===== src/rtl/bcd_pulse_tx.sv =====
// Pulse-count transmitter: sends a 3-digit BCD count as fixed-width pulses on one wire.
// Optional `abort` input is enabled by defining BCD_PULSE_TX_ABORT_EN.
module bcd_pulse_tx #(
  parameter int unsigned HIGH_CYCLES = 50000,
  parameter int unsigned LOW_CYCLES  = 50000,
  parameter int unsigned TW          = 20
) (
  input  logic        clock,
  input  logic        reset_n,
  input  logic        start,
  input  logic [11:0] bcd_in,
`ifdef BCD_PULSE_TX_ABORT_EN
  input  logic        abort,
`endif
  output logic        data,
  output logic        busy,
  output logic        done,
  output logic        err,
  output logic [11:0] remaining
);

  typedef enum logic [1:0] {StIdle, StHigh, StLow} state_e;

  localparam logic [TW-1:0] HighLast = TW'(HIGH_CYCLES - 1);
  localparam logic [TW-1:0] LowLast  = TW'(LOW_CYCLES - 1);

  state_e        state_q, state_d;
  logic [TW-1:0] timer_q, timer_d;
  logic          data_q, data_d;
  logic          busy_q, busy_d;
  logic          done_q, done_d;
  logic          err_q, err_d;
  logic [11:0]   rem_q, rem_d;

  function automatic logic bcd_valid(input logic [11:0] v);
    return (v[11:8] <= 4'd9) && (v[7:4] <= 4'd9) && (v[3:0] <= 4'd9);
  endfunction

  // Digit-wise borrow; caller guarantees v != 000.
  function automatic logic [11:0] bcd_dec(input logic [11:0] v);
    logic [11:0] r;
    r = v;
    if (v[3:0] != 4'd0) begin
      r[3:0] = v[3:0] - 4'd1;
    end else begin
      r[3:0] = 4'd9;
      if (v[7:4] != 4'd0) begin
        r[7:4] = v[7:4] - 4'd1;
      end else begin
        r[7:4]  = 4'd9;
        r[11:8] = v[11:8] - 4'd1;
      end
    end
    return r;
  endfunction

  always_comb begin
    state_d = state_q;
    timer_d = timer_q;
    data_d  = data_q;
    busy_d  = busy_q;
    done_d  = 1'b0;
    err_d   = 1'b0;
    rem_d   = rem_q;
    unique case (state_q)
      StIdle: begin
        if (start) begin
          if (!bcd_valid(bcd_in)) begin
            err_d = 1'b1;
          end else if (bcd_in == 12'h000) begin
            done_d = 1'b1;
          end else begin
            rem_d   = bcd_in;
            data_d  = 1'b1;
            busy_d  = 1'b1;
            timer_d = '0;
            state_d = StHigh;
          end
        end
      end
      StHigh: begin
        if (timer_q == HighLast) begin
          data_d  = 1'b0;
          rem_d   = bcd_dec(rem_q);
          timer_d = '0;
          state_d = StLow;
        end else begin
          timer_d = timer_q + TW'(1);
        end
      end
      StLow: begin
        if (timer_q == LowLast) begin
          timer_d = '0;
          if (rem_q != 12'h000) begin
            data_d  = 1'b1;
            state_d = StHigh;
          end else begin
            busy_d  = 1'b0;
            done_d  = 1'b1;
            state_d = StIdle;
          end
        end else begin
          timer_d = timer_q + TW'(1);
        end
      end
      default: state_d = StIdle;
    endcase
`ifdef BCD_PULSE_TX_ABORT_EN
    // Abort freezes the display on the count that was still unsent.
    if (abort && (state_q != StIdle)) begin
      state_d = StIdle;
      timer_d = '0;
      data_d  = 1'b0;
      busy_d  = 1'b0;
      done_d  = 1'b0;
      rem_d   = rem_q;
    end
`endif
  end

  always_ff @(posedge clock or negedge reset_n) begin
    if (!reset_n) begin
      state_q <= StIdle;
      timer_q <= '0;
      data_q  <= 1'b0;
      busy_q  <= 1'b0;
      done_q  <= 1'b0;
      err_q   <= 1'b0;
      rem_q   <= 12'h000;
    end else begin
      state_q <= state_d;
      timer_q <= timer_d;
      data_q  <= data_d;
      busy_q  <= busy_d;
      done_q  <= done_d;
      err_q   <= err_d;
      rem_q   <= rem_d;
    end
  end

  assign data      = data_q;
  assign busy      = busy_q;
  assign done      = done_q;
  assign err       = err_q;
  assign remaining = rem_q;

endmodule


===== config.mk =====
export PLATFORM = sky130hd
export DESIGN_NAME = bcd_pulse_tx
export DESIGN_NICKNAME = d
export VERILOG_FILES = /design/src/rtl/bcd_pulse_tx.sv
export SDC_FILE = /design/constraint.sdc
export NUM_CORES = 1
export LEC_CHECK = 0
export ABC_AREA = 1
export CAP_MARGIN = 30
export CORE_MARGIN = 2
export CORE_UTILIZATION = 43
export DETAILED_ROUTE_END_ITERATION = 12
export SKIP_CTS_REPAIR_TIMING = 1
export SLEW_MARGIN = 20
export SYNTH_ARGS = -nofsm -noshare
export SYNTH_HDL_FRONTEND = slang
export SYNTH_SLANG_ARGS = --single-unit

===== constraint.sdc =====
create_clock -name clock -period 2 [get_ports clock]
set_input_delay 0.2 -clock clock [delete_from_list [all_inputs] [get_ports clock]]
set_output_delay 0.2 -clock clock [all_outputs]
set_load 0.01 [all_outputs]

==> results.md <==
- Startpoint type of the worst setup path: flip-flop
- Initial core utilization: 44.7%
- Post-synth cell types: 37
- Syn. warnings: 0
- CP required: roughly 2200 ps
- Final core occ: 52.3%
- Area of the multi-input gates: between 1500 and 2000 sq um
- Most common cell after layout, fill and taps aside: nand2_1
- 1st-iter DRT viols: 160
- Slew HR: approximately 74%
- Critical setup path kind: reg -> reg
- Share of flip-flops with an asynchronous set or reset: 100%
- Worst-Skew Late Latency: 280 ps
- Sequential cell area fraction in the yosys report: about a third
- Post-Route Skew: 6.22 ps
- Synth Net Count: approximately 440
- Failing checks: design-rule violations
- Setup TNS: 0 ps
- Row cnt: 29
- Worst Max-Slew Pin Slew: 383 ps
- Routability cong.: 0.928
- Fin area: 3360 sq um
- Die extent in y: 85.7 um
- Final setup violation count: 0
- CTS buffer count: 5
- Register area: 951 sq um
- Vias in the first global route: 2547
- HPWL Detailed: 5390 um
- Fmax achieved: 549 MHz
- Maximum vdd ir drop: 837 uV
- Post-synth EDFFs: 0
- Die area: 7350 sq um
- Slew Viols, Final: 0
- Root Buffer: clkbuf_8
- Remaining DRCs: 1
- Port bufs: 30
- PD cells: 1230 nW/um^2
- Mapped cell area: 2870 sq um
- Final ANT Viol Nets: 0
- Max_cap viols: 0
- Endpoint type of the worst setup path: flip-flop
- Setup WS post-layout: 180 ps
- Io pins: 31
- Worst Hold Class: in -> async
- Reg clk slew, reported paths: 80 ps
- Synth Register Bits: 38
- Largest net degree at the start of global routing: 32
- DRT Pass-1 Iters: 9
- Part of the cycle the worst path needs: about nine tenths
- Die Width: 85.7 um
- Placeable Area: 6420 sq um
- Layout area overhead: 16.9%
- Initial antenna violation count: 0
- Final min period: 1820 ps
- Routed wire per std cell: 13.0 um
- Drt total wl: roughly 7000 um
- Diodes inserted: 0
- Post-Syn Instances: 420
- Worst EP arrival: roughly 2000 ps
- Placed cell areas: 3250 sq um
- FILL cells: 662
- Synthesized area per cell: between 6 and 7 sq um
- TritonCTS Sinks: 38
- # nets final: 477
- Global Route Usage Sum: 20.1%
- Leakage power figure: 0.00151 uW
- Status: finished, violations left
- First-pass GRT wire length: around 12000 um
- Synth Flop Type: dfrtp_1
- Most frequent cells in the layout: nand2_1 (138), nor2_1 (58), dfrtp_1 (38)
- Total Power Consumption: 4120 uW
- Fin. Hold Viols: 0
- Crit path max fanout: 7
- Max H-tree Level: 2
- RSZ-0062 raised after global routing: false
- Clock buffer depth: 2
- Share of layout cells above drive strength 1: between 10 and 15%
- Dpl ws: approximately 53 ps
- Global route overflow: 0
- DR vias: 2722
- DR vias/cell: 5.11
- CTS tree: done
## synthesized netlist by cell type (3+ instances only)
cell type / n / area, sq um
a21oi_1: 10 / 50.1
buf_6: 3 / 33.8
clkbuf_1: 3 / 11.3
dfrtp_1: 38 / 951
ha_1: 7 / 87.6
inv_1: 36 / 135
inv_2: 4 / 15.0
nand2_1: 138 / 518
nand2_2: 4 / 25.0
nand3_1: 25 / 125
nand3_2: 3 / 30.0
nand4_1: 15 / 93.8
nor2_1: 58 / 218
nor2_4: 5 / 56.3
o21ai_0: 11 / 55.1
o21ai_1: 11 / 55.1
o21ai_2: 13 / 114
o21bai_1: 3 / 22.5
o22ai_1: 3 / 18.8
xnor2_1: 3 / 26.3
xor2_1: 6 / 52.6
## routing by layer
metal | GRT usage (%) | routed length, um | vias to the layer above
met3 | 4.14 | 391 | 6
met1 | 29.7 | 3580 | 1241
li1 | - | - | 1423
met5 | 0 | 0 | -
met4 | 5.48 | 71 | 0
met2 | 29.7 | 2880 | 52
## cell type report
class | instances | area share [%]
well taps | 77 | 2.87
inverters | 40 | 4.47
repair buffers | 37 | 10.4
clock inverters | 1 | 0.149
flip-flops and latches | 38 | 28.3
multi-input cells | 333 | 51.2
clock buffers | 7 | 2.57
## worst max-delay path, stage by stage (launching register included)
cell and delay, ps:
dfrtp_1 470, ha_1 250, nand3_2 130, nor2_2 170, nand3_4 140, nand2_4 120
nand4_1 220, nand2_1 120, nand2_1 70
## stage by stage
step,instances,hold WS [ps]
CTS,532,-172
floorplan,420,-95.6
finish,533,367
global route,533,389
global placement,524,135
detailed placement,524,140
## path summary, 6_finish.rpt
path                                             start                  endpoint  slack, ps  depth (start not counted)
worst max-delay path            timer_q[0]$_DFFE_PN0P_  remaining[5]$_DFFE_PN0P_        180                          8
min in group clock                    data$_DFFE_PN0P_          data$_DFFE_PN0P_        480                          2
worst min register to register        data$_DFFE_PN0P_          data$_DFFE_PN0P_        480                          2
max in group asynchronous                      reset_n   timer_q[19]$_DFFE_PN0P_       1000                          3
worst min-delay path                           reset_n    timer_q[5]$_DFFE_PN0P_        370                          2
worst max register to register  timer_q[0]$_DFFE_PN0P_  remaining[5]$_DFFE_PN0P_        180                          8
## report_power, final
group / total, uW / internal [uW] / switching, uW / leakage [uW]
registers: 1160 / 957 / 202 / 0.000504
clock network: 549 / 278 / 270 / 0.0000482
logic: 2410 / 889 / 1520 / 0.000956
total: 4120 / 2120 / 1990 / 0.00151
## sequential cells by signal (all words and copies together), names as in the netlist
signal / count
state_q: 2
data: 1
err: 1
busy: 1
done: 1
remaining: 12
timer_q: 20
## cells by family after synthesis
family                     count (synthesis)  synth area share (%)
AOI/OAI and AO/OA                         53                  11.8
xor gates and xnor gates                   9                  2.74
adders and majority gates                  7                  3.05
buffers and inverters                     49                  7.40
DFF                                       38                  33.1
and+or+nand+nor                          264                  41.9
Note: power is estimated with default switching activity, not from simulation.
